$ cat config.mk
export PLATFORM = sky130hd
export DESIGN_NAME = adder_pipe
export DESIGN_NICKNAME = d
export VERILOG_FILES = /design/src/rtl/adder_pkg.sv /design/src/rtl/adder_slice.sv /design/src/rtl/adder_pipe.sv
export SDC_FILE = /design/constraint.sdc
export NUM_CORES = 1
export LEC_CHECK = 0
export CAP_MARGIN = 25
export CORE_AREA = 2 2 62 64
export CTS_CLUSTER_DIAMETER = 80
export DETAILED_ROUTE_END_ITERATION = 12
export DIE_AREA = 0 0 64 66
export DONT_BUFFER_PORTS = 1
export GPL_ROUTABILITY_DRIVEN = 0
export HOLD_SLACK_MARGIN = 0.05
export PLACE_DENSITY = 0.57
export SLEW_MARGIN = 30
export SYNTH_ARGS = -nofsm -noshare
export SYNTH_HDL_FRONTEND = slang
export SYNTH_SLANG_ARGS = --single-unit
$ cat constraint.sdc
create_clock -name clk -period 2.2 [get_ports clk]
set_clock_uncertainty 0.15 [all_clocks]
set_input_delay 0.33 -clock clk [delete_from_list [all_inputs] [get_ports clk]]
set_output_delay 0.33 -clock clk [all_outputs]
set_load 0.01 [all_outputs]
$ cat src/rtl/adder_pkg.sv
// Shared constants and elaboration helpers for the pipelined adder family.
// Pure declarations: no logic, no latency, no flow control.
package adder_pkg;

    localparam logic ADD = 1'b0;
    localparam logic SUB = 1'b1;

    function automatic int ceil_div(input int n, input int d);
        return (n + d - 1) / d;
    endfunction

    function automatic bit stages_valid(input int width, input int stages);
        return (width >= 1) && (stages >= 1) && (stages <= width) && (width % stages == 0);
    endfunction

endpackage

$ cat src/rtl/adder_slice.sv
// Combinational W-bit ripple slice: sum, carry out, and carry into its top bit.
// Zero latency; no flow control.
module adder_slice #(
    parameter int W = 4
) (
    input  logic [W-1:0] a,
    input  logic [W-1:0] b,
    input  logic         ci,
    output logic [W-1:0] s,
    output logic         co,
    output logic         c_msb_in
);

    assign {co, s} = {1'b0, a} + {1'b0, b} + {{W{1'b0}}, ci};

    // The top sum bit is a^b^c, so the carry into it falls out of an XOR.
    assign c_msb_in = a[W-1] ^ b[W-1] ^ s[W-1];

endmodule

$ cat src/rtl/adder_pipe.sv
// Pipelined add/sub with carry/borrow-in, one carry-chain slice per register stage.
// Latency STAGES cycles, 1 beat/cycle; stalls all stages when out_valid && !out_ready.
// in_ready = !out_valid || out_ready; bubbles are carried, not collapsed.
module adder_pipe
    import adder_pkg::*;
#(
    parameter int WIDTH  = 8,
    parameter int STAGES = 2
) (
    input  logic             clk,
    input  logic             rst,
    input  logic             in_valid,
    output logic             in_ready,
    input  logic [WIDTH-1:0] A,
    input  logic [WIDTH-1:0] B,
    input  logic             Cin,
    input  logic             sub,
    output logic             out_valid,
    input  logic             out_ready,
    output logic [WIDTH-1:0] Sum,
    output logic             Cout,
    output logic             Ovf
);

    localparam int W_S = ceil_div(WIDTH, STAGES);

    if (!stages_valid(WIDTH, STAGES)) begin : g_bad_params
        $error("adder_pipe: WIDTH must be a non-zero multiple of STAGES");
    end

    logic             advance;
    logic [WIDTH-1:0] b_prep;
    logic             c0;

    assign advance  = !out_valid || out_ready;
    assign in_ready = advance;

    // Subtraction as A + ~B + ~Cin, so Cout reads as "no borrow".
    assign b_prep = (sub == SUB) ? ~B : B;
    assign c0     = (sub == SUB) ? ~Cin : Cin;

    for (genvar k = 0; k < STAGES; k++) begin : g_stage
        localparam int UP = WIDTH - (k + 1) * W_S;

        logic [W_S-1:0]         a_sl, b_sl, s_sl;
        logic [(k+1)*W_S-1:0]   sum_d, sum_q;
        logic                   ci, co, vld_in;
        logic                   carry_q, vld_q;

        if (k == 0) begin : g_src
            assign a_sl   = A[W_S-1:0];
            assign b_sl   = b_prep[W_S-1:0];
            assign ci     = c0;
            assign vld_in = in_valid;
            assign sum_d  = s_sl;
        end else begin : g_src
            assign a_sl   = g_stage[k-1].g_ops.a_q[W_S-1:0];
            assign b_sl   = g_stage[k-1].g_ops.b_q[W_S-1:0];
            assign ci     = g_stage[k-1].carry_q;
            assign vld_in = g_stage[k-1].vld_q;
            assign sum_d  = {s_sl, g_stage[k-1].sum_q};
        end

        always_ff @(posedge clk) begin
            if (rst) begin
                vld_q   <= 1'b0;
                carry_q <= 1'b0;
                sum_q   <= '0;
            end else if (advance) begin
                vld_q   <= vld_in;
                carry_q <= co;
                sum_q   <= sum_d;
            end
        end

        // Operand bits still waiting for a later slice travel alongside the beat.
        if (UP > 0) begin : g_ops
            logic [UP-1:0] a_d, b_d, a_q, b_q;

            if (k == 0) begin : g_up
                assign a_d = A[WIDTH-1:W_S];
                assign b_d = b_prep[WIDTH-1:W_S];
            end else begin : g_up
                assign a_d = g_stage[k-1].g_ops.a_q[UP+W_S-1:W_S];
                assign b_d = g_stage[k-1].g_ops.b_q[UP+W_S-1:W_S];
            end

            always_ff @(posedge clk) begin
                if (advance) begin
                    a_q <= a_d;
                    b_q <= b_d;
                end
            end
        end

        if (k == STAGES - 1) begin : g_out
            logic c_top, ovf_q;

            adder_slice #(.W(W_S)) u_slice (
                .a        (a_sl),
                .b        (b_sl),
                .ci       (ci),
                .s        (s_sl),
                .co       (co),
                .c_msb_in (c_top)
            );

            always_ff @(posedge clk) begin
                if (rst) begin
                    ovf_q <= 1'b0;
                end else if (advance) begin
                    ovf_q <= c_top ^ co;
                end
            end

            assign out_valid = vld_q;
            assign Sum       = sum_q;
            assign Cout      = carry_q;
            assign Ovf       = ovf_q;
        end else begin : g_mid
            adder_slice #(.W(W_S)) u_slice (
                .a        (a_sl),
                .b        (b_sl),
                .ci       (ci),
                .s        (s_sl),
                .co       (co),
                .c_msb_in ()
            );
        end
    end

endmodule

==> impl_metrics.tcl <==
set metrics [dict create \
    fmax_ghz 0.508 \
    grt_pass1_wl_mm 3.39 \
    rsz0062_at_grt "no" \
    cp.required_ns 2.29 \
    period_minus_slack_ns 1.97 \
    track_usage 0.102 \
    wl_per_cell_um 11.6 \
    drc_errors 0 \
    clk_latency_ns 0.31 \
    synth_seq_area_share 0.485 \
    grt_max_degree 28 \
    p_leak_uw 0.000560 \
    layout-drive-gt1-share 0.0551 \
    die_h_um 66 \
    worst_ir_drop_vdd_mv 0.282 \
    most-common-layout-cells "17 x dfxtp_1, 17 x nand2_1, 14 x dlygate4sd3_1" \
    areaGrowthSynthToFinish_pct 15.9 \
    start_util 0.337 \
    core_um2 3550 \
    setup_viol 0 \
    synth_cell_types 24 \
    dr.first_iter.drc_count 26 \
    arrival_ns 2.05 \
    io_buffer_count 0 \
    critical-path-top-delay-family "adder cells" \
    cap_violations 0 \
    rows 22 \
    cp-start-kind "flip-flop" \
    grt_pass1_vias 794 \
    cts-root-buf "clkbuf_4" \
    slew_headroom 0.547 \
    grt_antenna_before_repair 0 \
    dr_total_vias 797 \
    syn_inst 115 \
    clk_pin_slew_ns 0.14 \
    overflow 0 \
    setup.worst_path.class "reg -> reg" \
    synthesis.nets 147 \
    cp_cell_sequence "fa_1, inv_1, fa_1, nand2b_1, a21oi_1, xor2_1, a211oi_1" \
    critPathMaxFanout 2 \
    setup_tns_ns 0 \
    postCtsSetupRepairBufs 0 \
    fin_crit_sh 0.894 \
    outcome "complete, no violations" \
    ant_nets 0 \
    critPathMostFrequentCell "fa_1" \
    ios 34 \
    cts_max_level 1 \
    placed_cell_area_um2 1220 \
    cts_buffer_depth 2 \
    cts_buffers 3 \
    netlist_area_um2 1200 \
    post_cts_resized 0 \
    postRouteWirelength_mm 2.02 \
    endpoint_kind "flip-flop" \
    die_w_um 64 \
    nNetsFinal 160 \
    avgSynthCellArea_um2 10.4 \
    dp_hpwl_mm 1.47 \
    cts_tree "done" \
    crit_slowest_cell "dfxtp_1" \
    dr.pass1.iters 4 \
    cpPeakStageDelay_ns 0.39 \
    slew_viol_final 0 \
    stdcell_area_um2 1390 \
    die_area_um2 4220 \
    worstMarginPinSlew_ns 0.677 \
    ys_warn_count 0 \
    clock-sinks 25 \
    hold_class "in -> reg" \
    crit_buf_inv 1 \
    viasPerCell 4.55 \
    finalHoldViolCount 0 \
    diodes 0 \
    ys_ff_latch 25 \
    power_density_nw_per_um2 708 \
]
-- power by group --
part | leakage [µW] | switching [µW] | internal [µW] | total [µW]
clock network | 0.0000150 | 128 | 70.7 | 199
registers | 0.000225 | 45.5 | 537 | 582
logic | 0.000321 | 95.4 | 104 | 200
total | 0.000560 | 269 | 711 | 981
-- registers in the layout (all words and copies together), names as in the netlist --
register,flops
Sum,8
g_stage.g_ops.b_q,4
out_valid,1
g_stage.g_ops.a_q,4
g_stage.vld_q,1
g_stage.sum_q,4
Cout,1
g_stage.carry_q,1
Ovf,1
-- routing by layer --
metal	global-route usage	up-vias	part of all wire
met3	0.0221	2	0.058
li1	-	413	-
met5	0	-	0
met2	0.172	25	0.47
met1	0.124	357	0.46
met4	0.0489	0	0.010
-- cell type report --
class	instances	area (µm²)
Clock buffer	4	26.3
Fill cell	363	2160
Inverter	4	15.0
Multi-Input combinational cell	80	564
Sequential cell	25	581
Tap cell	48	60.1
Timing Repair Buffer	14	140
-- worst register-to-register path, delay by kind of cell (launching register included) --
family	cells	cell delay [ns]
and+or+nand+nor	1	0.17
buffers and inverters	1	0.06
adders and majority gates	2	0.60
xor gates and xnor gates	1	0.10
DFF	1	0.39
AOI/OAI and AO/OA	2	0.44
-- metrics by stage --
step / setup slack [ns] / util / hold slack, ns / power (µW) / cells
final: 0.233 / 0.390 / 0.0909 / 981 / 175
after CTS: 0.198 / 0.390 / 0.0768 / 999 / 175
after global placement: 0.238 / 0.344 / 0.253 / 761 / 157
after global routing: 0.0853 / 0.390 / 0.0811 / 1050 / 175
after detailed placement: 0.213 / 0.344 / 0.255 / 765 / 157
after floorplan: 0.0482 / - / 0.279 / 738 / 115
-- final timing paths --
path | startpoint | to | slack [ns] | depth (start not counted)
setup / recovery | g_stage[0].carry_q | Ovf | 0.23 | 7
hold / removal | out_ready | Sum[4] | 0.09 | 3
setup reg to reg | g_stage[0].carry_q | Ovf | 0.23 | 7
hold reg to reg | g_stage[0].sum_q[0] | g_stage[0].sum_q[0] | 0.31 | 2
-- what timing repair did --
item,in CTS,in global routing
endpoints found under the setup margin,0,0
hold buffers,14,0
endpoints found under the hold margin,25,0
-- cells in the mapped netlist --
master     n  area, µm²
dfxtp_1   17        340
o31ai_1    1       7.51
xnor2_1    1       8.76
nand3_1    2       10.0
ha_1       6       75.1
or4_1      1       7.51
clkbuf_1   1       3.75
nand2b_1   2       12.5
a21o_1     3       22.5
nor2b_4    1       13.8
a21oi_1   12       60.1
nand3b_1   2       15.0
inv_1      3       11.3
buf_6      2       22.5
nor3_1     2       10.0
edfxtp_1   8        240
nor2_1    10       37.5
nand4b_1   1       8.76
fa_1       4       80.1
inv_2      1       3.75
buf_2      3       15.0
nand2_1   17       63.8
a211oi_1   4       30.0
xor2_1    11       96.3
-- kinds of logic after synthesis --
group                    Yosys count  share of synthesized area
AND/OR/NAND/NOR                   38                      0.150
flip-flops                        25                      0.485
AO/OA/AOI/OAI                     20                      0.100
XOR/XNOR                          12                     0.0879
buffers and inverters             10                     0.0471
adder cells (fa/ha/maj)           10                      0.130
No activity file was read; power rests on OpenSTA's default activity.
